### config.mk
export PLATFORM = sky130hd
export DESIGN_NAME = multicycle_seq_ctrl
export DESIGN_NICKNAME = d
export VERILOG_FILES = /design/src/rtl/multicycle_seq_ctrl.sv
export SDC_FILE = /design/constraint.sdc
export NUM_CORES = 1
export LEC_CHECK = 0
export CAP_MARGIN = 20
export CORE_ASPECT_RATIO = 1.4
export CORE_MARGIN = 2
export CORE_UTILIZATION = 50
export CTS_BUF_LIST = sky130_fd_sc_hd__clkbuf_2
export DETAILED_ROUTE_END_ITERATION = 16
export PLACE_DENSITY = 0.82
export SETUP_SLACK_MARGIN = 0.15
export SLEW_MARGIN = 20
export SYNTH_ARGS = -nofsm -noshare
export SYNTH_HDL_FRONTEND = slang
export SYNTH_SLANG_ARGS = --single-unit
### constraint.sdc
create_clock -name cpu_clk -period 1.9 [get_ports cpu_clk]
set_input_delay 0.19 -clock cpu_clk [delete_from_list [all_inputs] [get_ports cpu_clk]]
set_output_delay 0.19 -clock cpu_clk [all_outputs]
set_load 0.02 [all_outputs]
### src/rtl/multicycle_seq_ctrl.sv
// Multi-cycle control sequencer for an RV32I-subset datapath. It walks each instruction
// through IF/ID/EX/MEM/WB and issues one-cycle register-enable strobes to a shared datapath.
module multicycle_seq_ctrl #(
   parameter int CNT_W = 32
) (
   input  logic             cpu_clk,
   input  logic             cpu_rst,
   input  logic [6:0]       opcode,
   input  logic             branch_taken,
   input  logic             irom_ack,
   input  logic             dram_ack,
   output logic             irom_req,
   output logic             dram_req,
   output logic             dram_we,
   output logic             ir_we,
   output logic             ab_we,
   output logic             aluo_we,
   output logic             mdr_we,
   output logic             rf_we,
   output logic             pc_we,
   output logic             pc_tgt,
   output logic             illegal,
   output logic [2:0]       state_o,
   output logic [CNT_W-1:0] instret
);

   typedef enum logic [2:0] {
      ST_IDLE = 3'd0,
      ST_IF   = 3'd1,
      ST_ID   = 3'd2,
      ST_EX   = 3'd3,
      ST_MEM  = 3'd4,
      ST_WB   = 3'd5,
      ST_TRAP = 3'd7
   } state_t;

   typedef enum logic [2:0] {
      CL_R     = 3'd0,
      CL_IALU  = 3'd1,
      CL_LOAD  = 3'd2,
      CL_STORE = 3'd3,
      CL_BR    = 3'd4,
      CL_JAL   = 3'd5,
      CL_JALR  = 3'd6,
      CL_LUI   = 3'd7
   } class_t;

   localparam logic [6:0] OPC_R     = 7'b0110011;
   localparam logic [6:0] OPC_IALU  = 7'b0010011;
   localparam logic [6:0] OPC_LOAD  = 7'b0000011;
   localparam logic [6:0] OPC_STORE = 7'b0100011;
   localparam logic [6:0] OPC_BR    = 7'b1100011;
   localparam logic [6:0] OPC_JAL   = 7'b1101111;
   localparam logic [6:0] OPC_JALR  = 7'b1100111;
   localparam logic [6:0] OPC_LUI   = 7'b0110111;

   state_t           state_q, state_d;
   class_t           class_q, class_d;
   logic             illegal_q, illegal_d;
   logic [CNT_W-1:0] instret_q;
   class_t           dec_class;
   logic             dec_valid;

   always_comb begin
      dec_valid = 1'b1;
      dec_class = CL_R;
      case (opcode)
         OPC_R:     dec_class = CL_R;
         OPC_IALU:  dec_class = CL_IALU;
         OPC_LOAD:  dec_class = CL_LOAD;
         OPC_STORE: dec_class = CL_STORE;
         OPC_BR:    dec_class = CL_BR;
         OPC_JAL:   dec_class = CL_JAL;
         OPC_JALR:  dec_class = CL_JALR;
         OPC_LUI:   dec_class = CL_LUI;
         default:   dec_valid = 1'b0;
      endcase
   end

   // Next state; acks are only looked at inside their own request window.
   always_comb begin
      state_d   = state_q;
      class_d   = class_q;
      illegal_d = illegal_q;
      case (state_q)
         ST_IDLE: state_d = ST_IF;
         ST_IF: begin
            if (irom_ack) state_d = ST_ID;
         end
         ST_ID: begin
            if (dec_valid) begin
               class_d = dec_class;
               state_d = ST_EX;
            end else begin
               illegal_d = 1'b1;
               state_d   = ST_TRAP;
            end
         end
         ST_EX: begin
            case (class_q)
               CL_BR:             state_d = ST_IF;
               CL_LOAD, CL_STORE: state_d = ST_MEM;
               default:           state_d = ST_WB;
            endcase
         end
         ST_MEM: begin
            if (dram_ack) state_d = (class_q == CL_LOAD) ? ST_WB : ST_IF;
         end
         ST_WB:   state_d = ST_IF;
         ST_TRAP: state_d = ST_TRAP;
         default: state_d = ST_IDLE;
      endcase
   end

   // Strobes are decoded from the current state so each lands in exactly one cycle.
   always_comb begin
      irom_req = 1'b0;
      dram_req = 1'b0;
      dram_we  = 1'b0;
      ir_we    = 1'b0;
      ab_we    = 1'b0;
      aluo_we  = 1'b0;
      mdr_we   = 1'b0;
      rf_we    = 1'b0;
      pc_we    = 1'b0;
      pc_tgt   = 1'b0;
      case (state_q)
         ST_IF: begin
            irom_req = 1'b1;
            ir_we    = irom_ack;
         end
         ST_ID: ab_we = 1'b1;
         ST_EX: begin
            aluo_we = 1'b1;
            if (class_q == CL_BR) begin
               pc_we  = 1'b1;
               pc_tgt = branch_taken;
            end
         end
         ST_MEM: begin
            dram_req = 1'b1;
            dram_we  = (class_q == CL_STORE);
            mdr_we   = dram_ack && (class_q == CL_LOAD);
            pc_we    = dram_ack && (class_q == CL_STORE);
         end
         ST_WB: begin
            rf_we  = 1'b1;
            pc_we  = 1'b1;
            pc_tgt = (class_q == CL_JAL) || (class_q == CL_JALR);
         end
         default: ;
      endcase
   end

   always_ff @(posedge cpu_clk or posedge cpu_rst) begin
      if (cpu_rst) begin
         state_q   <= ST_IDLE;
         class_q   <= CL_R;
         illegal_q <= 1'b0;
         instret_q <= '0;
      end else begin
         state_q   <= state_d;
         class_q   <= class_d;
         illegal_q <= illegal_d;
         if (pc_we) instret_q <= instret_q + {{(CNT_W-1){1'b0}}, 1'b1};
      end
   end

   assign illegal = illegal_q;
   assign state_o = state_q;
   assign instret = instret_q;

endmodule
Word-level counts from Yosys, hierarchy flattened --
Cells that the tools add are included.
Operators by class: $add $sub $neg 1, equality and inequality tests 21, multiplexer cells 20, bitwise operators 1, reduce and logical (&&, ||, !) cells 10
Operator list (count):
- $add 32x1->32 const B | 1
- $eq 7x6->1 const B | 3
- $eq 7x7->1 const B | 3
- $pmux 3 s7 | 1
- $eq 3x3->1 const B | 6
- $pmux 3 s6 | 1
- $eq 3x2->1 const B | 4
- $mux 3 | 4
- $mux 1 | 11
- $reduce_or 8->1 | 1
- $eq 7x2->1 const B | 1
- $eq 7x5->1 const B | 1
- $pmux 3 s2 | 1
- $reduce_and 2->1 | 3
- $ne 2x2->1 const B | 2
- $reduce_or 2->1 | 2
- $eq 3x1->1 const B | 1
- $logic_not 3->1 | 1
- $pmux 1 s3 | 1
- $logic_and 1x1->1 | 2
- $pmux 1 s2 | 1
- $logic_or 1x1->1 | 1
- $not 1->1 | 1
Storage, ports and cells: bits in registers 39, output and inout port bits 46, logic and storage cells 57

Longest topological paths before layout --
depth in word-level cells 5, mapped depth 8, gate-level depth less buffers 6

Worst setup path after synthesis --
OpenSTA, ideal clock, no wires.
path type register to register, from register state_q[1] (netlist: state_o[1]), to register instret_q[29] (netlist: instret[29]), setup time 0.129 ns, arrival time 1.856 ns, data required time 1.771 ns, slack -0.086 ns, stages on the path, launching flop included 7, clock period less this slack 1.986 ns, cells stage by stage dfrtp_1 -> buf_2 -> and3b_1 -> and2_2 -> a21oi_4 -> or4_1 -> xnor2_1
On the way: word-level cells in the longest chain between the ends 2, elaborated cells on any way between the ends 4
RTL lines:
- from (decl) | RTL line 57 | state_t state_q, state_d;
- from (signal assigned) | RTL line 162 | state_q <= state_d;
- $eq 3x3->1 / $eq 3x2->1 (equally long branches) | RTL line 127 | case (state_q)
- $pmux 1 s3 * | RTL line 127
- to (signal assigned) | RTL line 165 | if (pc_we) instret_q <= instret_q + {{(CNT_W-1){1'b0}}, 1'b1};
- to (decl) | RTL line 60 | logic [CNT_W-1:0] instret_q;
Mark *: on every way between the ends. The rest lies on a longest branch, timed or not. A chain may end at the register's enable or synchronous reset.

Worst setup path after layout --
from register state_q[0] (netlist: state_o[0]), to output port pc_tgt
On the way: word-level cells in the longest chain between the ends 2, elaborated cells on any way between the ends 3
RTL lines:
- $eq 3x3->1 / $eq 3x2->1 (equally long branches) | RTL line 127
- $pmux 1 s2 * | RTL line 127
- to (decl) | RTL line 21 | output logic pc_tgt,
Marked as above.

==> results.json <==
{
  "place_ws_ns": -0.0194,
  "status": "finished clean",
  "die_height_um": 81.9,
  "arrival_ns": 1.64,
  "drc_errors": 0,
  "drive_above_1_share_pct": 33.4,
  "crit_buf_inv": 1,
  "clock-sinks": 39,
  "syn2layout_area_growth_pct": 53.7,
  "setup_viol_count_final": 0,
  "p_seq_share_pct": 66.7,
  "rsz0062_at_grt": "yes",
  "syn_nets": 230,
  "cp_data_required_time_ns": 1.71,
  "ys_seq_elements": 39,
  "hold_buffers": 0,
  "grt_pass1_wl_um": 8890,
  "grt_pass1_vias": 1936,
  "clk_latency_ns": 0.40,
  "slew_headroom_pct": 70.7,
  "finalHoldViolCount": 0,
  "endpoint_kind": "primary output",
  "fp-row-count": 28,
  "cpPeakStageDelay_ns": 0.43,
  "path_cells": "and3b_2 > and3b_1 > a21oi_1 > o21ai_1 > and2_4 > buf_6",
  "grt_overflow": 0,
  "cts_max_path_buffers": 2,
  "power_switching_share_pct": 24.4,
  "finalClockSkew_ns": 0.0337,
  "antenna_left": 0,
  "io_buffer_count": 57,
  "final_area_mm2": 0.00333,
  "worst_slew_pin_slew_ns": 0.439,
  "routedWlPerCell_um": 16.8,
  "wirelength_um": 6020,
  "p_int_w": 0.000942,
  "detail_route.iter0.violations": 144,
  "leakage_nw": 1.71,
  "comb_power_share_pct": 5.6,
  "r2r_cells": 5,
  "io_pins": 58,
  "grt_start_max_net_pins": 31,
  "htree_levels": 2,
  "crit_fanout": 3,
  "path_class": "register to primary output",
  "netlist_area_mm2": 0.00217,
  "register_area_um2": 992,
  "peakVddDrop_uv": 232,
  "p_clk_share_pct": 27.7,
  "dieArea_mm2": 0.00488,
  "routabilityCongestion": 0.795,
  "grt_use_total_pct": 23.8,
  "ys_warn_count": 0,
  "cts_tree": "yes",
  "critical_path.top_delay_family": "simple AND/OR/NAND/NOR gates",
  "vias": 2095,
  "core-area_mm2": 0.00420,
  "fillers": 272,
  "yosysSeqAreaShare_pct": 45.1,
  "ys_types": 44,
  "antenna_cells": 0,
  "die_w_um": 59.6,
  "fin_crit_sh_pct": 96.3,
  "antenna_found_initial": 0,
  "hold_class": "primary input to asynchronous set/reset pin",
  "vias_per_cell": 5.84,
  "crit-reg2reg-launch": "instret[22]",
  "cts_buffers": 5,
  "crit_start": "state_o[0]",
  "syn_area_per_cell_um2": 9.98,
  "timing.setup.tns_ns": 0,
  "first_pass_iters": 7,
  "start_util_pct": 51.5,
  "fin_crit_ns": 1.83,
  "dp_hpwl_um": 3790,
  "multi_input_area_mm2": 0.00131,
  "fin_ws_ns": 0.0710,
  "cp_num_cells": 6,
  "clk_pin_slew_ns": 0.18,
  "maxCapViolations": 0,
  "fmax_mhz": 547,
  "power_density_mw_per_mm2": 374,
  "slew_violations": 0,
  "synth_cells": 217,
  "fin_nets": 327,
  "cts-root-buf": "clkbuf_2",
  "power_switching_w": 0.000303,
  "cp_slowest_cell": "dfrtp_1",
  "dpl_cell_area_mm2": 0.00292,
  "start_kind": "register"
}
[cells in the final DEF (no fill, tap or decap), types with 7 or more instances in the layout]
cell type / netlist / routed
buf_4: 0 / 34
dfrtp_2: 0 / 13
nand3_1: 18 / 17
xnor2_1: 15 / 14
clkdlybuf4s50_1: 0 / 40
a21oi_1: 7 / 7
dfrtp_1: 39 / 26
buf_6: 0 / 9
nor3_1: 12 / 7
nand4_1: 10 / 10
xor2_1: 17 / 17
nand2_1: 18 / 18
[stage by stage]
| stage | power, W | instances | hold WS [ns] | util [%] |
|---|---|---|---|---|
| 6_report | 0.00125 | 359 | 0.0730 | 79.2 |
| 5_1_grt | 0.00129 | 359 | 0.0689 | 79.2 |
| 4_1_cts | 0.00125 | 342 | 0.0711 | 73.2 |
| 3_5_place_dp | 0.000917 | 330 | 0.486 | 69.5 |
| 3_3_place_gp | 0.000916 | 330 | 0.458 | 69.5 |
| 2_1_floorplan | 0.000875 | 217 | 0.326 | - |
[cells in the mapped netlist (all sizes together)]
library cell	instances	share of area, %
o32ai	1	0.40
ha	1	0.58
inv	7	1.2
nor3	13	3.5
xnor2	15	6.1
nand4bb	1	0.52
a2bb2oi	1	0.40
o31ai	1	0.35
nand4	13	5.8
buf	3	0.69
o221ai	1	0.40
xor2	17	6.9
and4	3	1.3
nor4b	1	0.40
o21ai	7	1.6
a21oi	8	2.4
nand3b	1	0.35
and3	8	2.4
dfrtp	39	45
clkbuf	4	0.69
nand3	18	4.2
a31o	1	0.40
and4b	1	0.46
nand2	18	3.1
mux2	1	0.52
and3b	3	1.2
nor4	6	1.7
nor2	4	0.69
o311ai	1	0.40
and2	5	1.6
a211oi	2	0.69
and2b	2	0.75
dlygate4sd1	1	0.40
or4	1	0.35
nand2b	5	1.4
nor3b	3	1.0
[power groups by stage]
| stage | sequential, W | combinational, W | clock, W |
|---|---|---|---|
| global route | 0.000831 | 0.0000788 | 0.000384 |
| finish | 0.000831 | 0.0000704 | 0.000345 |
| CTS | 0.000831 | 0.0000715 | 0.000346 |
| floorplan | 0.000846 | 0.0000291 | 0 |
| detailed placement | 0.000846 | 0.0000713 | 0 |
| global placement | 0.000846 | 0.0000703 | 0 |
[logic make-up (layout without fill, tap and decap cells)]
logic type | Yosys count | after routing | synth area share [%]
DFF | 39 | 39 | 45.1
and+or+nand+nor | 106 | 106 | 30.9
AOI/OAI and AO/OA | 23 | 23 | 7.05
adders and majority gates | 1 | 1 | 0.578
xor gates and xnor gates | 32 | 32 | 12.9
buffers and inverters | 15 | 112 | 3.00
muxes | 1 | 1 | 0.520
[timing repair]
item | in CTS | in global routing
gates cloned | 1 | 0
pin swaps | 11 | 26
setup endpoints to repair | 25 | 36
gates resized for setup | 56 | 48
buffers inserted | 4 | 17
[sequential cells by signal, indices dropped and copies added, names as in the netlist]
name     flops
state_o      3
class_q      3
instret     32
illegal      1
[cell type report]
cell class / instances / share of cell area, %
multi-input cells: 163 / 39.4
inverters: 7 / 0.789
clock buffers: 5 / 0.752
clock inverters: 2 / 0.263
flip-flops and latches: 39 / 29.8
well taps: 45 / 1.69
repair buffers: 98 / 27.3
[worst register-to-register path: stages, from the launching register on]
cell	delay, ns
dfrtp_1	0.47
nand2_1	0.16
nor2_1	0.27
nand4_1	0.16
or4_4	0.55
xnor2_2	0.14
[path summary, 6_finish.rpt]
check | slack [ns] | end
worst min-delay path | 0.07 | instret[11]
max in group asynchronous | 1.32 | instret[19]
worst min register to register | 0.51 | instret[31]
min in group cpu_clk | 0.46 | class_q[2]
worst max register to register | 0.08 | instret[29]
worst max-delay path | 0.07 | pc_tgt
[routing by layer]
metal / global-route usage (%) / wire (um) / share of wire (%) / vias up
met5: 0 / 0 / 0 / -
met2: 41.6 / 3290 / 55 / 75
li1: - / - / - / 982
met4: 10.2 / 155 / 2.6 / 0
met3: 3.94 / 271 / 4.5 / 18
met1: 28.2 / 2310 / 38 / 1020
No activity file was read; power rests on OpenSTA's default activity.
